`src/rtl/rf_scoreboard_if.sv`:
```
// rtl/rf_scoreboard_if.sv - port bundle for the register file / busy scoreboard
// Purpose: groups the decode read ports, writeback, issue and flush signals of
//   rf_scoreboard so the datapath can be connected as one bus.
// Signals:
//   raddr_i      NRD*AW    read addresses, port k at [k*AW +: AW]
//   rdata_o      NRD*XLEN  read data, port k at [k*XLEN +: XLEN]
//   rbusy_o      NRD       pending-producer flag per read port
//   wen_i/waddr_i/wdata_i  writeback
//   alloc_i/alloc_addr_i   issue-time destination allocation
//   flush_i      clears every busy bit
//   busy_vec_o   NREGS     registered busy bits
// Modports: master drives the requests, slave is the register file.
interface rf_scoreboard_if #(
  parameter int XLEN  = 32,
  parameter int NREGS = 32,
  parameter int NRD   = 2
);
  localparam int AW = $clog2(NREGS);

  logic [NRD*AW-1:0]   raddr_i;
  logic [NRD*XLEN-1:0] rdata_o;
  logic [NRD-1:0]      rbusy_o;
  logic                wen_i;
  logic [AW-1:0]       waddr_i;
  logic [XLEN-1:0]     wdata_i;
  logic                alloc_i;
  logic [AW-1:0]       alloc_addr_i;
  logic                flush_i;
  logic [NREGS-1:0]    busy_vec_o;

  modport master (
    output raddr_i, wen_i, waddr_i, wdata_i, alloc_i, alloc_addr_i, flush_i,
    input  rdata_o, rbusy_o, busy_vec_o
  );

  modport slave (
    input  raddr_i, wen_i, waddr_i, wdata_i, alloc_i, alloc_addr_i, flush_i,
    output rdata_o, rbusy_o, busy_vec_o
  );
endinterface

```
`src/rtl/rf_scoreboard.sv`:
```
// rtl/rf_scoreboard.sv - parametrised register file with per-register busy scoreboard
// Purpose: integer register file for the decode/writeback boundary. Register 0
//   is hardwired to zero, reads are combinational with same-cycle writeback
//   bypass, and each register carries a busy bit set at issue, cleared at
//   writeback and cleared wholesale by a flush.
// Ports:
//   clk_i     rising-edge clock
//   reset_ni  asynchronous active-low reset (clears registers and busy bits)
//   bus       rf_scoreboard_if slave: read ports, writeback, alloc, flush,
//             busy vector
module rf_scoreboard #(
  parameter int XLEN  = 32,
  parameter int NREGS = 32,
  parameter int NRD   = 2
) (
  input logic          clk_i,
  input logic          reset_ni,
  rf_scoreboard_if.slave bus
);
  localparam int AW = $clog2(NREGS);

  logic [XLEN-1:0]  regs_q [NREGS];
  logic [NREGS-1:0] busy_q;
  logic [NREGS-1:0] busy_d;
  logic             wen_eff;
  logic             wr_en;

  // Inputs are ignored while reset is held, which also keeps the read bypass
  // from leaking wdata_i onto rdata_o during reset.
  assign wen_eff = bus.wen_i & reset_ni;
  assign wr_en   = wen_eff && (bus.waddr_i != '0);

  // Register 0 is never written, so it keeps its reset value of zero.
  always_ff @(posedge clk_i or negedge reset_ni) begin
    if (!reset_ni) begin
      for (int i = 0; i < NREGS; i++) begin
        regs_q[i] <= '0;
      end
    end else if (wr_en) begin
      regs_q[bus.waddr_i] <= bus.wdata_i;
    end
  end

  // Priority per register: flush, then a new producer, then writeback.
  always_comb begin
    busy_d = busy_q;
    for (int r = 1; r < NREGS; r++) begin
      if (bus.flush_i) begin
        busy_d[r] = 1'b0;
      end else if (bus.alloc_i && (bus.alloc_addr_i == AW'(r))) begin
        busy_d[r] = 1'b1;
      end else if (bus.wen_i && (bus.waddr_i == AW'(r))) begin
        busy_d[r] = 1'b0;
      end
    end
    busy_d[0] = 1'b0;
  end

  always_ff @(posedge clk_i or negedge reset_ni) begin
    if (!reset_ni) begin
      busy_q <= '0;
    end else begin
      busy_q <= busy_d;
    end
  end

  assign bus.busy_vec_o = busy_q;

  for (genvar k = 0; k < NRD; k++) begin : g_rd
    logic [AW-1:0] ra;
    logic          hit;

    assign ra  = bus.raddr_i[k*AW +: AW];
    // A same-cycle writeback to the read address forwards its data and
    // retires the producer as far as this reader is concerned.
    assign hit = wen_eff && (bus.waddr_i == ra);

    assign bus.rdata_o[k*XLEN +: XLEN] = (ra == '0) ? '0 :
                                         hit        ? bus.wdata_i :
                                                      regs_q[ra];
    assign bus.rbusy_o[k] = (ra != '0) && !hit && busy_q[ra];
  end
endmodule

```
`src/flat_wrapper.sv`:
```
// flat-port wrapper written by rule: the top's interface ports become plain ports
module rf_scoreboard_flat 
#(
  parameter int XLEN  = 32,
  parameter int NREGS = 32,
  parameter int NRD   = 2
)
  (clk_i, reset_ni, bus_raddr_i, bus_wen_i, bus_waddr_i, bus_wdata_i, bus_alloc_i, bus_alloc_addr_i, bus_flush_i, bus_rdata_o, bus_rbusy_o, bus_busy_vec_o);
  rf_scoreboard_if #(.XLEN(XLEN), .NREGS(NREGS), .NRD(NRD)) bus_i ();
  input logic clk_i;
  input logic reset_ni;
  input wire logic [$bits(bus_i.raddr_i)-1:0] bus_raddr_i;
  input wire logic [$bits(bus_i.wen_i)-1:0] bus_wen_i;
  input wire logic [$bits(bus_i.waddr_i)-1:0] bus_waddr_i;
  input wire logic [$bits(bus_i.wdata_i)-1:0] bus_wdata_i;
  input wire logic [$bits(bus_i.alloc_i)-1:0] bus_alloc_i;
  input wire logic [$bits(bus_i.alloc_addr_i)-1:0] bus_alloc_addr_i;
  input wire logic [$bits(bus_i.flush_i)-1:0] bus_flush_i;
  output wire logic [$bits(bus_i.rdata_o)-1:0] bus_rdata_o;
  output wire logic [$bits(bus_i.rbusy_o)-1:0] bus_rbusy_o;
  output wire logic [$bits(bus_i.busy_vec_o)-1:0] bus_busy_vec_o;
  assign bus_i.raddr_i = bus_raddr_i;
  assign bus_i.wen_i = bus_wen_i;
  assign bus_i.waddr_i = bus_waddr_i;
  assign bus_i.wdata_i = bus_wdata_i;
  assign bus_i.alloc_i = bus_alloc_i;
  assign bus_i.alloc_addr_i = bus_alloc_addr_i;
  assign bus_i.flush_i = bus_flush_i;
  assign bus_rdata_o = bus_i.rdata_o;
  assign bus_rbusy_o = bus_i.rbusy_o;
  assign bus_busy_vec_o = bus_i.busy_vec_o;
  rf_scoreboard #(.XLEN(XLEN), .NREGS(NREGS), .NRD(NRD)) u_core (.clk_i(clk_i), .reset_ni(reset_ni), .bus(bus_i));
endmodule
```
`config.mk`:
```
export PLATFORM = sky130hd
export DESIGN_NAME = rf_scoreboard_flat
export DESIGN_NICKNAME = d
export VERILOG_FILES = /design/src/rtl/rf_scoreboard_if.sv /design/src/rtl/rf_scoreboard.sv /design/src/flat_wrapper.sv
export SDC_FILE = /design/constraint.sdc
export NUM_CORES = 2
export LEC_CHECK = 0
export ABC_AREA = 1
export ABC_CLOCK_PERIOD_IN_PS = 3250
export BUFFER_PORTS_ARGS = -buffer_cell sky130_fd_sc_hd__buf_4
export CAP_MARGIN = 20
export CORE_ASPECT_RATIO = 1.25
export CORE_MARGIN = 1.5
export CORE_UTILIZATION = 55
export CTS_BUF_LIST = sky130_fd_sc_hd__clkbuf_16
export DETAILED_ROUTE_END_ITERATION = 16
export PLACE_DENSITY = 0.73
export SLEW_MARGIN = 25
export SYNTH_ARGS = -nofsm -noshare
export SYNTH_HDL_FRONTEND = slang
export SYNTH_SLANG_ARGS = --single-unit
```
`constraint.sdc`:
```
create_clock -name clk_i -period 3.25 [get_ports clk_i]
set_input_delay 0.1625 -clock clk_i [delete_from_list [all_inputs] [get_ports clk_i]]
set_output_delay 0.1625 -clock clk_i [all_outputs]
set_load 0.01 [all_outputs]
```
==> reports/qor.yml <==
start_util_pct: 55.6
ys_warn_count: 0
dr_wl_met2_mm: 93.0
syn_area_um2: 60500
synth_nets: 8403
r2r_cells: 3
grt_pass1_vias: 54200
multi_input_area_um2: 28300
portBuffers: 153
cp.required_ns: 3.09
min_path_type: "in -> reg"
synthFlopType: "dfrtp_1"
wl_met1_mm: 82.3
clock_skew_ns: 0
post_cts_buffers: 0
min_period_ns: 3.11
clk_pin_slew_ns: 0.06
ff_latch_area_um2: 26400
hold_slack_ns: 0.0504
die-area_um2: 112000
die_y_um: 374
slew_headroom_pct: 23.8
start_kind: "input port"
slew_violations: 0
io_pins: 155
synth_edf_count: 0
yosysSeqAreaShare_pct: 43.6
antenna_found_initial: 4
max_freq_ghz: 0.322
crit_type: "in -> out"
cp.arrival_ns: 2.94
vias: 59500
hpwl_mm: 115
cts_root_buf: "clkbuf_16"
synthArstFlopShare_pct: 100
period_share_pct: 95.6
hold_viol_final: 0
tns_ns: 0
wl_mm: 215
fill_cells: 9926
setup_slack_ns: 0.144
outcome: "finished, final reports clean"
gp_congestion: 0.916
nets: 8021
yosys.area.top_type_share_pct: 43.6
final_util_pct: 59.7
drt_iter0_drc: 9299
grt_max_degree: 175
synthTopCellsByArea: "dfrtp_1, nand2_1, o21ai_0"
p_total_w: 0.0342
drive_gt1_share_pct: 7.07
cts_num_sinks: 1055
vdd_drop_max_mv: 0.407
vias_per_cell: 6.27
drcViolationCount: 0
track_usage_pct: 37.7
max_slew.worst_pin.slew_ns: 1.14
grt_pass1_wl_mm: 326
postSynthCellCount: 8346
dr_wl_met3_mm: 26.6
rows: 135
highest_layer: "met5"
post-place-ws_ns: 0.612
syn2layout_area_growth_pct: 7.39
wl_per_cell_um: 22.6
antenna_left: 0
grt.overflow.total: 0
yosysMostFrequentCell: "nand2_1"
yosys.area.top_type: "dfrtp_1"
end_kind: "output pin"
rsz0062_at_grt: "false"
core_area_um2: 109000
die_w_um: 300
ys_ff_latch: 1055
cts_tree: "built"
p_per_area_nw_per_um2: 526
leakagePower_nw: 29.9
hold_depth: 5
hold_buffers: 24
dr.pass1.iters: 7
htreeDepth: 3
setup_viol: 0
cts_resized: 0
insertion_delay_ns: 0.71
maxCapViolCount: 0
synth_common_cells: "nand2_1, o21ai_0, nand3_1, dfrtp_1, inv_1"
clock_path_buffers: 3
avgSynthCellArea_um2: 7.25
cts_buffers: 107
cp_max_fo: 24
synth_cell_types: 38
[cell families (layout without fill, tap and decap cells)]
family	count (synthesis)	in the layout	share of synthesized area, %
AOI/OAI and AO/OA	2055	2055	19.5
xor gates and xnor gates	1	1	0.0145
buffers and inverters	1406	1107	9.90
DFF	1055	1055	43.6
other	1	2	0.00620
and+or+nand+nor	3828	3828	26.9
[final timing paths]
| path | from | endpoint | slack, ns |
|---|---|---|---|
| worst max-delay path | bus_waddr_i[1] | bus_rdata_o[1] | 0.14 |
| worst min-delay path | bus_waddr_i[0] | u_core.bus.busy_vec_o[28] | 0.05 |
| worst max register to register | u_core.bus.busy_vec_o[9] | u_core.bus.busy_vec_o[9] | 1.95 |
| worst min register to register | u_core.regs_q[1016] | u_core.regs_q[1016] | 0.40 |
| max in group asynchronous | reset_ni | u_core.regs_q[320] | 1.40 |
| min in group asynchronous | reset_ni | u_core.regs_q[613] | 0.22 |
[cell usage in the layout (no fill, tap or decap), types with 7 or more instances in the layout]
master / instances
nand2_4: 8
clkinv_2: 18
nor2_4: 7
bufinv_16: 8
clkinv_1: 25
clkbuf_16: 108
nand2_1: 2408
o211ai_1: 540
dfrtp_1: 1055
inv_6: 8
nand3_4: 14
inv_2: 10
o21ai_1: 134
buf_4: 221
inv_1: 624
o21ai_2: 45
or2_2: 43
nand3_1: 1078
nand2_8: 9
buf_12: 42
nand3b_1: 12
o21ai_0: 1080
nor2_1: 234
a21oi_1: 254
dlygate4sd3_1: 24
[where the power goes]
group,total [W],internal (W),switching [W],leakage (nW)
combinational,0.00624,0.00216,0.00409,14.0
clock,0.0121,0.00662,0.00547,1.73
sequential,0.0158,0.0147,0.00109,14.1
total,0.0342,0.0235,0.0107,29.9
[state kept, by name, summed over array words and instances, names as in the netlist]
name / flops
u_core.bus.busy_vec_o: 31
u_core.regs_q: 1024
[worst max-delay path: stages]
cell and delay (ns):
dlygate4sd3_1 0.64, buf_4 0.23, inv_1 0.21, nand2_1 0.14, and3_1 0.20, nand3b_1 0.14
buf_4 0.44, o21ai_0 0.13, a21oi_1 0.42, buf_4 0.22
[routing by layer]
layer	global-route usage, %	vias to the layer above
met5	0	-
met4	21.0	2
met3	7.28	714
met2	56.5	3827
met1	51.2	28100
li1	-	26900
[metrics by stage]
stage / instance area, µm² / std cells
after floorplan: 60500 / 8346
after global placement: 61400 / 9267
after detailed placement: 61400 / 9269
after CTS: 65000 / 9485
after global routing: 65000 / 9486
final: 65000 / 9486
[layout make-up]
class	count	share of cell area [%]
diodes	1	0.00385
clock buffers	108	4.16
clock inverters	84	0.920
inverters	619	3.63
multi-input cells	5885	43.5
flip-flops and latches	1055	40.6
well taps	1438	2.77
repair buffers	296	4.40
Note: power is estimated with default switching activity, not from simulation.
